[src/rtl/pc_fetch_if.sv]
// pc_fetch_if: bundle between the PC/fetch sequencer and its environment.
//   Control inputs : PCAsrc, PCBsrc, imm, rs1, commit
//   Fetch request  : req_valid, req_ready, req_addr
//   Fetch response : rsp_valid, rsp_data
//   Status outputs : inst_valid, inst, pc, misalign, instret
// master = sequencer side, slave = memory/datapath side.
interface pc_fetch_if #(
    parameter int unsigned XLEN = 32
);
    logic            PCAsrc;
    logic            PCBsrc;
    logic [XLEN-1:0] imm;
    logic [XLEN-1:0] rs1;
    logic            commit;
    logic            req_valid;
    logic            req_ready;
    logic [XLEN-1:0] req_addr;
    logic            rsp_valid;
    logic [31:0]     rsp_data;
    logic            inst_valid;
    logic [31:0]     inst;
    logic [XLEN-1:0] pc;
    logic            misalign;
    logic [63:0]     instret;

    modport master (
        input  PCAsrc, PCBsrc, imm, rs1, commit, req_ready, rsp_valid, rsp_data,
        output req_valid, req_addr, inst_valid, inst, pc, misalign, instret
    );

    modport slave (
        output PCAsrc, PCBsrc, imm, rs1, commit, req_ready, rsp_valid, rsp_data,
        input  req_valid, req_addr, inst_valid, inst, pc, misalign, instret
    );
endinterface

[src/rtl/pc_fetch_ctrl.sv]
// pc_fetch_ctrl: owns the architectural PC, issues one fetch at a time,
// holds the fetched instruction for execute and advances the PC on commit.
//   clk, rst : clock and asynchronous active-high reset
//   bus      : pc_fetch_if master modport (selects/operands, commit strobe,
//              fetch request/response channels, pc/inst/misalign/instret)
module pc_fetch_ctrl #(
    parameter int unsigned     XLEN     = 32,
    parameter logic [XLEN-1:0] RESET_PC = XLEN'(32'h8000_0000)
) (
    input  logic      clk,
    input  logic      rst,
    pc_fetch_if.master bus
);

    typedef enum logic [1:0] {
        S_REQ  = 2'd0,
        S_WAIT = 2'd1,
        S_EXEC = 2'd2,
        S_TRAP = 2'd3
    } state_e;

    state_e          state_q;
    logic [XLEN-1:0] pc_q;
    logic [31:0]     inst_q;
    logic            inst_valid_q;
    logic            misalign_q;
    logic [63:0]     instret_q;

    logic [XLEN-1:0] add_a;
    logic [XLEN-1:0] add_b;
    logic [XLEN-1:0] nxt_pc_d;

    // Next-PC adder; carry is dropped, JALR clears bit 0 before alignment check.
    always_comb begin
        add_a    = bus.PCAsrc ? bus.imm : XLEN'(4);
        add_b    = bus.PCBsrc ? bus.rs1 : pc_q;
        nxt_pc_d = add_a + add_b;
        if (bus.PCBsrc) begin
            nxt_pc_d[0] = 1'b0;
        end
    end

    // Sequencer: request, wait for response, execute until commit, or trap.
    always_ff @(posedge clk or posedge rst) begin
        if (rst) begin
            state_q      <= S_REQ;
            pc_q         <= RESET_PC;
            inst_q       <= 32'd0;
            inst_valid_q <= 1'b0;
            misalign_q   <= 1'b0;
            instret_q    <= 64'd0;
        end else begin
            case (state_q)
                S_REQ: begin
                    if (bus.req_ready) begin
                        state_q <= S_WAIT;
                    end
                end
                S_WAIT: begin
                    if (bus.rsp_valid) begin
                        inst_q       <= bus.rsp_data;
                        inst_valid_q <= 1'b1;
                        state_q      <= S_EXEC;
                    end
                end
                S_EXEC: begin
                    if (bus.commit) begin
                        instret_q    <= instret_q + 64'd1;
                        inst_valid_q <= 1'b0;
                        if (nxt_pc_d[1:0] == 2'b00) begin
                            pc_q    <= nxt_pc_d;
                            state_q <= S_REQ;
                        end else begin
                            misalign_q <= 1'b1;
                            state_q    <= S_TRAP;
                        end
                    end
                end
                default: begin
                    state_q <= S_TRAP;
                end
            endcase
        end
    end

    // Request channel is a pure decode of state and pc.
    assign bus.req_valid  = (state_q == S_REQ);
    assign bus.req_addr   = pc_q;
    assign bus.inst_valid = inst_valid_q;
    assign bus.inst       = inst_q;
    assign bus.pc         = pc_q;
    assign bus.misalign   = misalign_q;
    assign bus.instret    = instret_q;

endmodule
[src/flat_wrapper.sv]
// flat-port wrapper written by rule: the top's interface ports become plain ports
module pc_fetch_ctrl_flat 
#(
    parameter int unsigned     XLEN     = 32,
    parameter logic [XLEN-1:0] RESET_PC = XLEN'(32'h8000_0000)
)
  (clk, rst, bus_PCAsrc, bus_PCBsrc, bus_imm, bus_rs1, bus_commit, bus_req_ready, bus_rsp_valid, bus_rsp_data, bus_req_valid, bus_req_addr, bus_inst_valid, bus_inst, bus_pc, bus_misalign, bus_instret);
  pc_fetch_if #(.XLEN(XLEN)) bus_i ();
  input  logic clk;
  input  logic rst;
  input wire logic [$bits(bus_i.PCAsrc)-1:0] bus_PCAsrc;
  input wire logic [$bits(bus_i.PCBsrc)-1:0] bus_PCBsrc;
  input wire logic [$bits(bus_i.imm)-1:0] bus_imm;
  input wire logic [$bits(bus_i.rs1)-1:0] bus_rs1;
  input wire logic [$bits(bus_i.commit)-1:0] bus_commit;
  input wire logic [$bits(bus_i.req_ready)-1:0] bus_req_ready;
  input wire logic [$bits(bus_i.rsp_valid)-1:0] bus_rsp_valid;
  input wire logic [$bits(bus_i.rsp_data)-1:0] bus_rsp_data;
  output wire logic [$bits(bus_i.req_valid)-1:0] bus_req_valid;
  output wire logic [$bits(bus_i.req_addr)-1:0] bus_req_addr;
  output wire logic [$bits(bus_i.inst_valid)-1:0] bus_inst_valid;
  output wire logic [$bits(bus_i.inst)-1:0] bus_inst;
  output wire logic [$bits(bus_i.pc)-1:0] bus_pc;
  output wire logic [$bits(bus_i.misalign)-1:0] bus_misalign;
  output wire logic [$bits(bus_i.instret)-1:0] bus_instret;
  assign bus_i.PCAsrc = bus_PCAsrc;
  assign bus_i.PCBsrc = bus_PCBsrc;
  assign bus_i.imm = bus_imm;
  assign bus_i.rs1 = bus_rs1;
  assign bus_i.commit = bus_commit;
  assign bus_i.req_ready = bus_req_ready;
  assign bus_i.rsp_valid = bus_rsp_valid;
  assign bus_i.rsp_data = bus_rsp_data;
  assign bus_req_valid = bus_i.req_valid;
  assign bus_req_addr = bus_i.req_addr;
  assign bus_inst_valid = bus_i.inst_valid;
  assign bus_inst = bus_i.inst;
  assign bus_pc = bus_i.pc;
  assign bus_misalign = bus_i.misalign;
  assign bus_instret = bus_i.instret;
  pc_fetch_ctrl #(.XLEN(XLEN), .RESET_PC(RESET_PC)) u_core (.clk(clk), .rst(rst), .bus(bus_i));
endmodule
[config.mk]
export PLATFORM = sky130hd
export DESIGN_NAME = pc_fetch_ctrl_flat
export DESIGN_NICKNAME = d
export VERILOG_FILES = /design/src/rtl/pc_fetch_if.sv /design/src/rtl/pc_fetch_ctrl.sv /design/src/flat_wrapper.sv
export SDC_FILE = /design/constraint.sdc
export NUM_CORES = 1
export LEC_CHECK = 0
export CAP_MARGIN = 20
export CORE_UTILIZATION = 47
export DETAILED_ROUTE_END_ITERATION = 8
export PLACE_DENSITY = 0.84
export SYNTH_ARGS = -nofsm -noshare
export SYNTH_HDL_FRONTEND = slang
export SYNTH_SLANG_ARGS = --single-unit
[constraint.sdc]
create_clock -name clk -period 5.1 [get_ports clk]
set_input_delay 1.02 -clock clk [delete_from_list [all_inputs] [get_ports clk]]
set_output_delay 1.02 -clock clk [all_outputs]
set_load 0.02 [all_outputs]
# Word level (Yosys, flattened, before mapping)
# Index checks and enable logic that the tools add are counted.
[totals] register_bits=132 input_bits=103 word_cells=34
[classes] addsub=2 n_eq_ne=5 n_mux=11 bitwise=1 reduce_logical=9
[op_table] cell="adder 64 x 1 -> 64 bit (second input constant)" count=1
[op_table] cell="two-way mux 32 bit" count=2
[op_table] cell="adder 32 bit" count=1
[op_table] cell="AND reduction 3 bit" count=4
[op_table] cell="two-way mux 2 bit" count=4
[op_table] cell="inequality test 2 bit (second input constant)" count=3
[op_table] cell="case mux 2 bit (3 select lines)" count=1
[op_table] cell="zero test 2 bit" count=2
[op_table] cell="AND reduction 2 bit" count=2
[op_table] cell="two-way mux 1 bit" count=3
[op_table] cell="equality test 2 x 1 -> 1 bit (second input constant)" count=1
[op_table] cell="equality test 2 bit (second input constant)" count=1
[op_table] cell="case mux 1 bit (2 select lines)" count=1
[op_table] cell="nonzero test 2 bit" count=1
[op_table] cell="inverter 1 bit" count=1

# Logic depth before layout (Yosys ltp)
# Gate-level depths: netlist (run 1).
[depth] ltp_word=7 depth_mapped=12 mapped_depth_nobuf=10

# Least setup slack after synthesis (run 1)
# No wires, ideal clock.
[synth_path] path_kind="in2reg" from="input port bus_PCBsrc" to="register u_core.pc_q[28], in the netlist u_core.bus.pc[28]" arrival_time_ns=4.058 required_ns=4.969 setup_slack_ns=0.911 stages=12 path_buffers=2 path_cell_list="clkbuf_1 -> clkbuf_1 -> mux2_2 -> ha_1 -> fa_1 -> a21o_1 -> a221o_1 -> a31oi_2 -> o211ai_2 -> nor3b_2 -> nor4_1 -> or3_1"
[synth_between] elab_chain_cells=5
[synth_lines] item="start: declaration" line="flat_wrapper.sv:12" text="input wire logic [$bits(bus_i.PCBsrc)-1:0] bus_PCBsrc;"
[synth_lines] item="two-way mux 32 bit" line="pc_fetch_ctrl.sv:36" text="add_b = bus.PCBsrc ? bus.rs1 : pc_q;"
[synth_lines] item="adder 32 bit" line="pc_fetch_ctrl.sv:37" text="nxt_pc_d = add_a + add_b;"
[synth_lines] item="two-way mux 1 bit" line="pc_fetch_ctrl.sv:38" text="if (bus.PCBsrc) begin"
[synth_lines] item="zero test 2 bit" line="pc_fetch_ctrl.sv:70" text="if (nxt_pc_d[1:0] == 2'b00) begin"
[synth_lines] item="AND reduction 3 bit (no source line)"
[synth_lines] item="end signal: assignment" line="pc_fetch_ctrl.sv:71" text="pc_q <= nxt_pc_d;"
[synth_lines] item="end: declaration" line="pc_fetch_ctrl.sv:23" text="logic [XLEN-1:0] pc_q;"
# Several ways; a longest one is shown, not always the timed one.
# A chain may end at the register's enable or synchronous reset.

# Worst setup path in the final report (run 1)
# Ends and elaborated chain as after synthesis.

==> results_dict.tcl, run 1 <==
set metrics [dict create \
    grt_max_degree 77 \
    hold_violations 0 \
    fillers 1328 \
    synth_commonest_cells "131 x dfrtp_1, 82 x nand2_1, 65 x mux2_2, 54 x xnor2_1, 38 x and2_1" \
    dp_hpwl_um 16400 \
    place_ws_ns 0.397 \
    root_buffer "clkbuf_16" \
    syn_avg_cell_area_sq_um 10.0 \
    start_kind "input port" \
    finalSetupViolCount 0 \
    ys_warn_count 0 \
    setup_tns_ns 0 \
    grt_use_total_pct 25.1 \
    synth.most_common_cell "dfrtp_1" \
    synth_mux_area_share_pct 9.35 \
    synth-simple-area-share_pct 17.5 \
    post_cts_buffers 0 \
    grt_pass1_vias 6998 \
    cp_top_family "buffers and inverters" \
    dieArea_sq_um 17600 \
    cts-buffers-inserted 17 \
    finalHoldWorstSlack_ns 0.463 \
    vias 6871 \
    clk_latency_ns 0.42 \
    synth_edf_count 0 \
    status "finished clean" \
    synth_top_family_by_area "simple AND/OR/NAND/NOR gates" \
    maxSlewViolCount 0 \
    yosys_register_bits 132 \
    reg2reg_slack_ns 1.83 \
    setup_slack_ns 0.800 \
    min_path_type "flip-flop to flip-flop" \
    leakagePower_nw 4.83 \
    synth-adder-area-share_pct 5.23 \
    pin_count 266 \
    core_sq_um 16600 \
    synth_top_cell_area_share_pct 40.8 \
    antenna_left 0 \
    antenna_found_initial 0 \
    path_cells "clkdlybuf4s50_1, buf_4, mux2_2, ha_1, and3_2, a221o_1, a31oi_2, o211ai_2, nor3b_2, nor4_1, or3_1" \
    fin_crit_sh_pct 84.3 \
    cts_tree "yes" \
    dpl_cell_area_sq_um 10600 \
    maxCapViolCount 0 \
    initial_core_util_pct 48.3 \
    cts_max_level 4 \
    fmax_ghz 0.233 \
    n_antenna_cell 0 \
    yosysUniqueCellTypes 77 \
    portBuffers 265 \
    cts-resized-gates 0 \
    die_h_um 133 \
    synthesis.nets 939 \
    drt_iter0_markers 369 \
    netlist.top_cell.by_area "dfrtp_1" \
    rows 47 \
    wire_per_inst_um 17.0 \
    async_reset_ff_share_pct 100 \
    synth_sequential_area_ratio_pct 41.1 \
    grt_pass1_wl_um 35100 \
    tightest_slew_ns 0.791 \
    ys.flop_type "dfrtp_1" \
    synth_compound_area_share_pct 12.0 \
    critPathKind "input port to flip-flop" \
    synth_area_leaders "dfrtp_1 41%, mux2_2 9.1%, xnor2_1 5.9%" \
    synthXorXnorAreaFrac_pct 8.93 \
    rsz0062_at_grt "false" \
    path_buf_inv 2 \
    relSlewSlack_pct 47.3 \
    critPathMaxFanout 17 \
    final_util_pct 67.3 \
    dr.pass1.iters 6 \
    syn_area_sq_um 8040 \
    layout-drive-gt1-share_pct 12.1 \
    fp.dieW_um 133 \
    cp.arrival_ns 4.60 \
    crit_slowest_cell "clkdlybuf4s50_1" \
    finalInstanceArea_sq_um 11200 \
    drc_errors 0 \
    crit_required_ns 5.40 \
    hold_buffers 0 \
    syn2layout_area_growth_pct 39.2 \
    clockBufferDepth 2 \
    fin_nets 1167 \
    powerDensity_nw_per_um2 458 \
    endpoint_kind "flip-flop" \
    finClkSkew_ns 0.0146 \
    postSynthCellCount 803 \
    min_period_ns 4.30 \
    cts.reportedPaths.clkPinSlew_ns 0.06 \
    ir_drop_v 0.000273 \
    gr-total-overflow 0 \
    cts.sinks 132 \
    viasPerCell 5.44 \
    place.gp.congestion 0.929 \
    routed_wl_um 21500 \
    slowest_delay_ns 0.69 \
]
-- power breakdown --
| part | internal, W | switching [W] |
|---|---|---|
| Sequential | 0.00132 | 0.000239 |
| Clock | 0.000745 | 0.000464 |
| Combinational | 0.00115 | 0.00122 |
-- logic make-up after synthesis --
logic type / count (synthesis)
and+or+nand+nor: 270
AOI/OAI and AO/OA: 141
buffers and inverters: 78
xor gates and xnor gates: 82
muxes: 67
adders and majority gates: 33
DFF: 132
-- worst register-to-register path, stage by stage (launching register included) --
cell	delay (ns)
dfrtp_1	0.45
mux2_2	0.29
ha_1	0.23
fa_1	0.41
a21o_1	0.22
a221o_1	0.38
a31oi_2	0.37
o211ai_2	0.20
nor3b_2	0.22
nor4_1	0.07
or3_1	0.32
-- sequential cells by signal (all words and copies together) (netlist names) --
register	cells
u_core.bus.inst_valid	1
u_core.bus.instret	64
u_core.bus.pc	32
u_core.bus.inst	32
u_core.bus.misalign	1
u_core.state_q	2
-- layout make-up --
cell class              instances  area [sq um]  area share [%]
clock buffers                  20           457            4.08
inverters                      17          66.3           0.592
clock inverters                12           128            1.14
repair buffers                270          2700            24.1
well taps                     220           275            2.46
multi-input cells             593          4260            38.1
flip-flops and latches        132          3300            29.5
-- cell usage in the layout (no fill, tap or decap), types with 3 or more instances in the layout --
cell type	instances
o21ai_0	32
nand3_1	33
nor2_1	35
and4_1	6
o21a_1	6
a211o_1	5
a21o_1	10
inv_1	16
o211ai_1	8
and2_1	38
ha_1	32
dfrtp_1	131
nand4_1	20
a21oi_1	35
nor2b_1	3
nor3_1	13
xor2_1	28
o31ai_1	4
and3_1	14
nor4_1	3
o21bai_1	7
buf_4	4
mux2_2	65
clkbuf_16	17
nand2_1	81
xnor2_1	54
or3_1	4
clkdlybuf4s50_1	265
clkinv_2	5
-- metal layers --
metal | global-route usage [%] | vias to the layer above | routed length, um
li1 | - | 3285 | -
met3 | 4.02 | 55 | 1200
met1 | 31.3 | 3282 | 8900
met2 | 42.8 | 249 | 10700
met4 | 11.4 | 0 | 684
met5 | 0 | - | 0
-- path summary, 6_finish.rpt --
check                                        from                      to  depth (start not counted)
max reg2reg                      u_core.bus.pc[0]       u_core.bus.pc[28]                         10
min reg2reg                u_core.bus.instret[63]  u_core.bus.instret[63]                          1
max in group asynchronous                     rst  u_core.bus.instret[28]                          3
min in group asynchronous                     rst      u_core.bus.inst[9]                          2
min                        u_core.bus.instret[63]  u_core.bus.instret[63]                          1
max                                    bus_PCBsrc       u_core.bus.pc[28]                         11
-- through the flow --
stage | total power (W) | std cells
final | 0.00513 | 1264
after global routing | 0.00539 | 1264
after CTS | 0.00516 | 1264
after detailed placement | 0.00393 | 1232
after global placement | 0.00389 | 1232
after floorplan | 0.00303 | 803
No activity file was read; power rests on OpenSTA's default activity.
==> run 2: changes to the inputs <==
--- a/config.mk
+++ b/config.mk
@@ -6,9 +6,9 @@
 export NUM_CORES = 1
 export LEC_CHECK = 0
 export CAP_MARGIN = 20
-export CORE_UTILIZATION = 47
+export CORE_UTILIZATION = 42
 export DETAILED_ROUTE_END_ITERATION = 8
-export PLACE_DENSITY = 0.84
+export PLACE_DENSITY = 0.79
 export SYNTH_ARGS = -nofsm -noshare
 export SYNTH_HDL_FRONTEND = slang
 export SYNTH_SLANG_ARGS = --single-unit
==> constraint.sdc (replaced) <==
create_clock -name clk -period 3.5 [get_ports clk]
set_input_delay 0.7 -clock clk [delete_from_list [all_inputs] [get_ports clk]]
set_output_delay 0.7 -clock clk [all_outputs]
set_load 0.02 [all_outputs]
==> run 2 against run 1 <==
Sequential share of layout area fell by 2.5 points. Design area grew 9.3%. Die area up 12%. Sequential power increased by 46%. Setup slack worse by 0.48 ns. Flip-flop and latch count unchanged. Worst hold slack better by 0.014 ns. Critical endpoint is now u_core.bus.pc[16]. Core utilization shrank 1.8 points. Clock skew is 0.0045 ns higher.
==> results_dict.tcl, run 2 (synthesized netlist as in run 1, its figures left out) <==
set metrics [dict create \
    ir_drop_v 0.000452 \
    maxCapViolCount 0 \
    rows 50 \
    viasPerCell 5.29 \
    grt_use_total_pct 23.7 \
    root_buffer "clkbuf_16" \
    endpoint_kind "flip-flop" \
    slowest_delay_ns 0.39 \
    cts-buffers-inserted 17 \
    crit_required_ns 3.82 \
    dp_hpwl_um 18000 \
    grt_max_degree 44 \
    fmax_ghz 0.314 \
    place_ws_ns -0.453 \
    layout-drive-gt1-share_pct 21.7 \
    cts_tree "yes" \
    start_kind "input port" \
    min_period_ns 3.18 \
    clk_latency_ns 0.43 \
    drt_iter0_markers 316 \
    crit_slowest_cell "clkdlybuf4s50_1" \
    fillers 1448 \
    grt_pass1_wl_um 37000 \
    grt_pass1_vias 7476 \
    path_cells "clkdlybuf4s50_1, buf_4, and2_1, ha_2, fa_2, a21o_1, a221o_1, a31oi_4, buf_4, o21bai_1, a41oi_2, xor2_1, o21ai_1" \
    mostFrequentLayoutCell "clkdlybuf4s50_1" \
    cp_top_family "compound AO/OA/AOI/OAI gates" \
    pin_count 266 \
    dr.pass1.iters 5 \
    syn2layout_area_growth_pct 52.2 \
    n_antenna_cell 0 \
    cpMostUsedCell "buf_4" \
    finalSetupViolCount 0 \
    leakagePower_nw 5.42 \
    antenna_found_initial 0 \
    vias 7370 \
    routed_wl_um 23200 \
    path_buf_inv 3 \
    final_cell_mix "264 x clkdlybuf4s50_1, 131 x dfrtp_1, 117 x buf_4, 81 x nand2_1, 65 x mux2_2" \
    critPathKind "input port to flip-flop" \
    powerDensity_nw_per_um2 663 \
    largest_reg_flops 64 \
    cts_max_level 4 \
    initial_core_util_pct 43.0 \
    cts.sinks 132 \
    cp.arrival_ns 3.50 \
    status "finished clean" \
    relSlewSlack_pct 49.2 \
    die_h_um 140 \
    gr-total-overflow 0 \
    fp.dieW_um 140 \
    clockBufferDepth 2 \
    drc_errors 0 \
    portBuffers 265 \
    rsz0062_at_grt "false" \
    setup_slack_ns 0.316 \
    wire_per_inst_um 16.7 \
    regArea_sq_um 3300 \
    cts.reportedPaths.clkPinSlew_ns 0.07 \
    hold_buffers 0 \
    maxSlewViolCount 0 \
    multi_input_area_sq_um 4340 \
    antenna_left 0 \
    hold_violations 0 \
    critPathMaxFanout 12 \
    fin_nets 1282 \
    fin_crit_sh_pct 91.0 \
    tightest_slew_ns 0.763 \
    dieArea_sq_um 19700 \
    finClkSkew_ns 0.0190 \
    totalPowerFinal_w 0.00812 \
    core_sq_um 18700 \
    min_path_type "flip-flop to flip-flop" \
    place.gp.congestion 0.939 \
]
run 2: cell count changes in the layout (fill, tap and decap cells not counted), sizes merged, moves of 2 or more:
cell    change
inv         +2
clkinv      -2
clkbuf      -3
buf       +115
bufinv      +2
run 2: worst reg2reg max path, cell delays in order (launching register included):
cell and delay [ns]:
dfrtp_1 0.43, mux2_2 0.29, ha_2 0.20, fa_2 0.35, a21o_1 0.20, a221o_1 0.39, a31oi_4 0.23, buf_4 0.16
o21bai_1 0.11, a41oi_2 0.17, xor2_1 0.21, o21ai_1 0.09
run 2: layout make-up:
class / count / area share, %
multi-input cells: 593 / 35.4
repair buffers: 385 / 29.4
flip-flops and latches: 132 / 27.0
clock buffers: 17 / 3.48
well taps: 234 / 2.39
clock inverters: 15 / 1.79
inverters: 17 / 0.552
run 2: per-layer routing:
layer	track usage, %	up-vias	wire, um
met3	4.34	36	1290
li1	-	3521	-
met1	29.3	3540	9740
met5	0	-	0
met4	7.92	0	378
met2	41.5	273	11800
run 2: path summary, 6_finish.rpt:
path / endpoint / start / slack [ns] / depth (start not counted)
worst min register to register: u_core.bus.instret[63] / u_core.bus.instret[63] / 0.48 / 1
max in group asynchronous: u_core.bus.instret[8] / rst / 2.02 / 3
worst max-delay path: u_core.bus.pc[16] / bus_PCAsrc / 0.32 / 13
worst max register to register: u_core.bus.pc[16] / u_core.bus.pc[0] / 0.57 / 11
min in group asynchronous: u_core.bus.inst[10] / rst / 0.72 / 2
worst min-delay path: u_core.bus.instret[63] / u_core.bus.instret[63] / 0.48 / 1
run 2: power by group:
group          switching, W  internal (W)
clock network      0.000755       0.00121
logic               0.00189       0.00199
registers          0.000350       0.00192
total               0.00299       0.00513
run 2: repair_timing:
action,CTS,global route
endpoints found under the setup margin,2,13
gates resized for setup,0,12
pin swaps,1,5
setup buffers,0,1
endpoints found under the hold margin,0,0
run 2: per-stage QoR:
stage | util (%) | hold slack (ns) | cells | instance area (sq um) | TNS, ns
6_report | 65.4 | 0.478 | 1393 | 12200 | 0
4_1_cts | 65.1 | 0.479 | 1392 | 12200 | 0
5_1_grt | 65.4 | 0.480 | 1393 | 12200 | 0
2_1_floorplan | - | 0.539 | 803 | 8070 | 0
3_5_place_dp | 61.6 | 0.463 | 1360 | 11500 | -6.29
3_3_place_gp | 61.6 | 0.456 | 1360 | 11500 | -4.79
==> run 3: changes to the inputs <==
--- a/config.mk
+++ b/config.mk
@@ -7,6 +7,7 @@
 export LEC_CHECK = 0
 export CAP_MARGIN = 20
 export CORE_UTILIZATION = 42
+export CTS_CLUSTER_DIAMETER = 200
 export DETAILED_ROUTE_END_ITERATION = 8
 export PLACE_DENSITY = 0.79
 export SYNTH_ARGS = -nofsm -noshare
==> results of run 3 <==
No change in the layout: final DEF, timing and power equal those of run 2.
